--- src/rtl/code_sender_if.sv ---
// code_sender_if: groups the controller handshake and the lock-side signals
// of code_sender into one bundle.
//   slave  : the code_sender itself (consumes start/code_word/locked/selsw,
//            drives out/out_valid/busy/done/status)
//   master : the environment (controller plus lock) on the other side
interface code_sender_if #(
  parameter int DIGIT_W = 3
) ();
  logic                   start;      // request a send
  logic [4*DIGIT_W-1:0]   code_word;  // digit0 in LSBs, digit3 in MSBs
  logic                   locked;     // lock status, 0 = unlocked
  logic [1:0]             selsw;      // lock position indicator
  logic [DIGIT_W-1:0]     out;        // digit driven to the lock
  logic                   out_valid;  // out carries a code digit
  logic                   busy;       // operation in progress
  logic                   done;       // one-cycle completion pulse
  logic [1:0]             status;     // 00 none, 01 ok, 10 timeout, 11 desync

  modport master (
    output start, code_word, locked, selsw,
    input  out, out_valid, busy, done, status
  );

  modport slave (
    input  start, code_word, locked, selsw,
    output out, out_valid, busy, done, status
  );
endinterface

--- src/rtl/code_sender.sv ---
// code_sender: transmit side of a 4-digit sequential lock. Latches a code
// word on start, drives one digit per clock to the lock while checking the
// lock's position indicator, then waits a bounded time for the lock to open.
// A timeout is retried RETRIES times with GAP idle cycles in between.
// Ports:
//   clk   - rising-edge clock
//   reset - asynchronous, active-low reset
//   bus   - code_sender_if.slave (start, code_word, locked, selsw in;
//           out, out_valid, busy, done, status out; all outputs registered)
module code_sender #(
  parameter int DIGIT_W  = 3,
  parameter int MAX_WAIT = 15,
  parameter int RETRIES  = 2,
  parameter int GAP      = 12
) (
  input  logic          clk,
  input  logic          reset,
  code_sender_if.slave  bus
);

  localparam int WCNT_W = (MAX_WAIT > 1) ? $clog2(MAX_WAIT + 1) : 1;
  localparam int GCNT_W = (GAP > 1) ? $clog2(GAP + 1) : 1;
  localparam int ATT_W  = (RETRIES > 0) ? $clog2(RETRIES + 1) : 1;

  typedef enum logic [2:0] {
    S_IDLE,
    S_SEND,
    S_WAIT,
    S_GAP_WAIT,
    S_FINISH
  } state_t;

  localparam logic [1:0] ST_NONE    = 2'b00;
  localparam logic [1:0] ST_OK      = 2'b01;
  localparam logic [1:0] ST_TIMEOUT = 2'b10;
  localparam logic [1:0] ST_DESYNC  = 2'b11;

  state_t                 state;
  logic [4*DIGIT_W-1:0]   code_q;
  logic [1:0]             idx;
  logic [ATT_W-1:0]       att;
  logic [WCNT_W-1:0]      wcnt;
  logic [GCNT_W-1:0]      gcnt;

  function automatic logic [DIGIT_W-1:0] digit_of(input logic [4*DIGIT_W-1:0] word,
                                                  input logic [1:0] i);
    return word[int'(i)*DIGIT_W +: DIGIT_W];
  endfunction

  // Outputs are computed for the state being entered, so out/out_valid show
  // digit0 in the very first SEND cycle and every output stays registered.
  // NOTE: all state, including the latched code word, uses non-blocking
  // assignments so every register samples the pre-edge values of the others.
  always_ff @(posedge clk or negedge reset) begin
    if (!reset) begin
      // NOTE: every register, the code copy included, is cleared by the
      // asynchronous reset so a mid-operation reset leaves nothing behind.
      state         <= S_IDLE;
      code_q        <= '0;
      idx           <= '0;
      att           <= '0;
      wcnt          <= '0;
      gcnt          <= '0;
      bus.out       <= '0;
      bus.out_valid <= 1'b0;
      bus.busy      <= 1'b0;
      bus.done      <= 1'b0;
      bus.status    <= ST_NONE;
    end else begin
      bus.done <= 1'b0;  // pulse is only raised on the transition into FINISH

      unique case (state)
        S_IDLE: begin
          if (bus.start) begin
            code_q        <= bus.code_word;
            bus.status    <= ST_NONE;
            idx           <= '0;
            att           <= '0;
            bus.out       <= bus.code_word[DIGIT_W-1:0];
            bus.out_valid <= 1'b1;
            bus.busy      <= 1'b1;
            state         <= S_SEND;
          end
        end

        S_SEND: begin
          if (bus.selsw != idx) begin
            // Lock position disagrees with ours: give up without retrying.
            bus.status    <= ST_DESYNC;
            bus.out       <= '0;
            bus.out_valid <= 1'b0;
            bus.done      <= 1'b1;
            state         <= S_FINISH;
          end else if (idx == 2'd3) begin
            wcnt          <= '0;
            bus.out       <= '0;
            bus.out_valid <= 1'b0;
            state         <= S_WAIT;
          end else begin
            idx     <= idx + 2'd1;
            bus.out <= digit_of(code_q, idx + 2'd1);
          end
        end

        S_WAIT: begin
          // Unlock is tested first so it wins over a same-cycle timeout.
          if (!bus.locked) begin
            bus.status <= ST_OK;
            bus.done   <= 1'b1;
            state      <= S_FINISH;
          end else if (wcnt == WCNT_W'(MAX_WAIT - 1)) begin
            if (att < ATT_W'(RETRIES)) begin
              att   <= att + 1'b1;
              gcnt  <= '0;
              state <= S_GAP_WAIT;
            end else begin
              bus.status <= ST_TIMEOUT;
              bus.done   <= 1'b1;
              state      <= S_FINISH;
            end
          end else begin
            wcnt <= wcnt + 1'b1;
          end
        end

        S_GAP_WAIT: begin
          if (gcnt == GCNT_W'(GAP - 1)) begin
            idx           <= '0;
            bus.out       <= code_q[DIGIT_W-1:0];
            bus.out_valid <= 1'b1;
            state         <= S_SEND;
          end else begin
            gcnt <= gcnt + 1'b1;
          end
        end

        S_FINISH: begin
          bus.busy <= 1'b0;
          state    <= S_IDLE;
        end

        default: state <= S_IDLE;
      endcase
    end
  end

endmodule

--- src/flat_wrapper.sv ---
// flat-port wrapper written by rule: the top's interface ports become plain ports
module code_sender_flat 
#(
  parameter int DIGIT_W  = 3,
  parameter int MAX_WAIT = 15,
  parameter int RETRIES  = 2,
  parameter int GAP      = 12
)
  (clk, reset, bus_start, bus_code_word, bus_locked, bus_selsw, bus_out, bus_out_valid, bus_busy, bus_done, bus_status);
  code_sender_if #(.DIGIT_W(DIGIT_W)) bus_i ();
  input  logic clk;
  input  logic reset;
  input wire logic [$bits(bus_i.start)-1:0] bus_start;
  input wire logic [$bits(bus_i.code_word)-1:0] bus_code_word;
  input wire logic [$bits(bus_i.locked)-1:0] bus_locked;
  input wire logic [$bits(bus_i.selsw)-1:0] bus_selsw;
  output wire logic [$bits(bus_i.out)-1:0] bus_out;
  output wire logic [$bits(bus_i.out_valid)-1:0] bus_out_valid;
  output wire logic [$bits(bus_i.busy)-1:0] bus_busy;
  output wire logic [$bits(bus_i.done)-1:0] bus_done;
  output wire logic [$bits(bus_i.status)-1:0] bus_status;
  assign bus_i.start = bus_start;
  assign bus_i.code_word = bus_code_word;
  assign bus_i.locked = bus_locked;
  assign bus_i.selsw = bus_selsw;
  assign bus_out = bus_i.out;
  assign bus_out_valid = bus_i.out_valid;
  assign bus_busy = bus_i.busy;
  assign bus_done = bus_i.done;
  assign bus_status = bus_i.status;
  code_sender #(.DIGIT_W(DIGIT_W), .MAX_WAIT(MAX_WAIT), .RETRIES(RETRIES), .GAP(GAP)) u_core (.clk(clk), .reset(reset), .bus(bus_i));
endmodule
--- config.mk ---
export PLATFORM = sky130hd
export DESIGN_NAME = code_sender_flat
export DESIGN_NICKNAME = d
export VERILOG_FILES = /design/src/rtl/code_sender_if.sv /design/src/rtl/code_sender.sv /design/src/flat_wrapper.sv
export SDC_FILE = /design/constraint.sdc
export NUM_CORES = 1
export LEC_CHECK = 0
export BUFFER_PORTS_ARGS = -buffer_cell sky130_fd_sc_hd__buf_2
export CAP_MARGIN = 20
export CORE_MARGIN = 8
export CORE_UTILIZATION = 45
export DETAILED_ROUTE_END_ITERATION = 12
export RECOVER_POWER = 50
export SLEW_MARGIN = 20
export SYNTH_ARGS = -nofsm -noshare
export SYNTH_HDL_FRONTEND = slang
export SYNTH_SLANG_ARGS = --single-unit
--- constraint.sdc ---
create_clock -name clk -period 2.45 [get_ports clk]
set_input_delay 0.3675 -clock clk [delete_from_list [all_inputs] [get_ports clk]]
set_output_delay 0.3675 -clock clk [all_outputs]
set_load 0.01 [all_outputs]
==> reports/metrics.cfg <==
[status]
status=complete, but fails checks
violations=capacitance limit, slew limit

[synthesis]
synth_area_um2=1880
synthFlopType=dfrtp_1
synth_compound_area_share_pct=16.2
synthMuxAreaShare_pct=14.8
synth_nets=187
seq_area_frac_synth_pct=46.7
synth_cell_types=47
ys_seq_elements=35
synth_enable_flop_cells=0
synthTopCellsByCount=dfrtp_1 (35), o21ai_0 (12), mux2_2 (11)
synthAdderAreaFrac_pct=2.67
synth_area_leaders=dfrtp_1 (47%), mux2_2 (6.6%), mux4_2 (3.6%)
async_flop_share_pct=100
synth_xor_area_share_pct=1.87
yosys.area.top_type_share_pct=46.7
syn_avg_cell_area_um2=11.4
synth.most_common_cell=dfrtp_1
ys_warn_count=0
synth_area_leader_cell=dfrtp_1
synthSimpleGateAreaFrac_pct=15.3
syn-instance-count=165
synth_top_family_by_area=compound AO/OA/AOI/OAI gates

[global_routing]
grt_overflow=0
antenna_found_initial=0
grt_use_total_pct=13.5
grt_pass1_wl_mm=6.83
grt_max_degree=36
grt_pass1_vias=1456

[cells_and_area]
synthToLayoutAreaGrowth_pct=12.9
fillerInstances=376
final_util_pct=53.0
design_area_um2=2120
fin_nets=216
antenna_cells=0
drive_gt1_share_pct=26.2

[placement]
buffer_ports.inserted=25
gp_congestion=0.769
dp_hpwl_mm=3.05
place_area_um2=2040

[detailed_routing]
first_iter_violations=72
antenna_left=0
wl_per_cell_um=16.2
first_pass_iters=4
drcViolationCount=0
routed_wl_mm=3.97
dr_total_vias=1374
avgViaCountPerCell=5.61

[worst_setup_path]
cp_max_fo=6
crit_arrival_ns=2.08
required_ns=2.62
critPathCaptureType=flop
start_kind=flop
crit_path_top_delay_cell=mux4_2
critPathKind=flop to flop
worstPathCellList=ha_1 > mux4_2 > and3_1 > o22a_1
critPathMaxStageDelay_ns=0.53

[power_and_ir_drop]
p_leak_nw=0.943
power_density_nw_per_um2=1210
vdd.ir_drop.worst_mv=0.478

[floorplan]
dieArea_um2=6490
rows=23
core-area_um2=4000
dieWidth_um=80.6
initial_core_util_pct=46.9
ios=26
die_h_um=80.6

[timing]
maxSlewHeadroom_pct=-21.6
fin_skew_ns=0.00330
fin_crit_ns=1.90
final_max_slew_viol_count=36
setup_violations=0
finalCritPeriodShare_pct=77.7
hold_viol=0
grt_setup_unrepaired=false
worst_pin_slew_ns=1.82
tns_ns=0
fmax_mhz=526

[clock_tree]
hold_buffers=0
htreeDepth=2
clk_pin_slew_ns=0.07
cts.sinks=35
root_buffer=clkbuf_8
cts_buffers=5
clk_path_buf_depth=2
cts_tree=done
cts_resized=0
post_cts_buffers=0
clock_latency_ns=0.29

[hold_path]
hold_path_class=input pin to flop

[run]
cap_violations=1

[per-stage QoR]
stage                     setup slack, ns  std cells  hold slack (ns)  total power [mW]
after floorplan                     0.665        165           0.0719              1.89
after global placement              0.616        237            0.472              2.15
after detailed placement            0.539        237            0.491              2.19
after CTS                           0.538        245            0.185              2.59
after global routing                0.396        245            0.308              2.75
final                               0.547        245            0.295              2.56
[flip-flops by register name (all words and copies together) (netlist names)]
signal	cells
u_core.bus.out_valid	1
u_core.bus.status	2
u_core.state	3
u_core.gcnt	4
u_core.code_q	12
u_core.idx	2
u_core.bus.done	1
u_core.bus.busy	1
u_core.bus.out	3
u_core.wcnt	4
u_core.att	2
[routing by layer]
layer | up-vias | part of all wire (%) | track usage [%]
li1 | 672 | - | -
met1 | 674 | 44 | 16.1
met2 | 23 | 50 | 22.1
met3 | 5 | 3.9 | 3.57
met4 | 0 | 1.7 | 6.00
met5 | - | 0 | 0
[power by group]
part	total [mW]	internal, mW	switching (mW)	leakage [nW]
logic	1.08	0.552	0.530	0.465
registers	1.07	0.829	0.242	0.435
clock network	0.403	0.199	0.204	0.0422
[critical path: cells and delay by family, from the launching register on]
family | cells | cell delay, ns
DFF | 1 | 0.46
muxes | 1 | 0.53
and+or+nand+nor | 1 | 0.19
AOI/OAI and AO/OA | 1 | 0.18
adders and majority gates | 1 | 0.43
[placed cells by master (no fill, tap or decap), drive strengths merged, types with 2 or more instances in the layout]
cell type,Yosys,layout
mux2,16,16
nand3b,2,2
nor2,8,8
mux2i,3,3
mux4,3,3
nand2,9,9
nor3b,2,2
ha,4,4
xnor2,4,4
a31oi,4,4
and2,2,2
and3,2,2
clkbuf,0,12
nand2b,5,5
o211ai,2,2
a22o,4,4
inv,5,5
nand3,9,9
a21oi,9,9
dfrtp,35,35
and3b,2,2
o21ai,14,14
buf,4,21
[cell families after synthesis]
group                      Yosys count
and+or+nand+nor                     47
AOI/OAI and AO/OA                   44
DFF                                 35
muxes                               22
buffers and inverters                9
xor gates and xnor gates             4
adders and majority gates            4
[layout make-up]
cell class / instances / area [um2] / area share (%)
clock buffer: 7 / 76.3 / 3.60
clock inverter: 1 / 5.00 / 0.236
inverter: 5 / 18.8 / 0.885
multi-input combinational: 121 / 955 / 45.0
sequential: 35 / 876 / 41.3
tap: 50 / 62.6 / 2.95
timing repair buffer: 26 / 126 / 5.96
[final timing paths]
kind / from / end / slack [ns] / cells after the start
worst max-delay path: u_core.idx[0] / u_core.bus.out[0] / 0.55 / 4
worst min-delay path: bus_code_word[11] / u_core.code_q[11] / 0.29 / 2
worst max register to register: u_core.idx[0] / u_core.bus.out[0] / 0.55 / 4
worst min register to register: u_core.bus.out_valid / u_core.bus.out_valid / 0.51 / 1
max in group asynchronous: reset / u_core.state[0] / 0.83 / 1
min in group asynchronous: reset / u_core.wcnt[1] / 0.57 / 1
(Power assumes the default switching activity.)
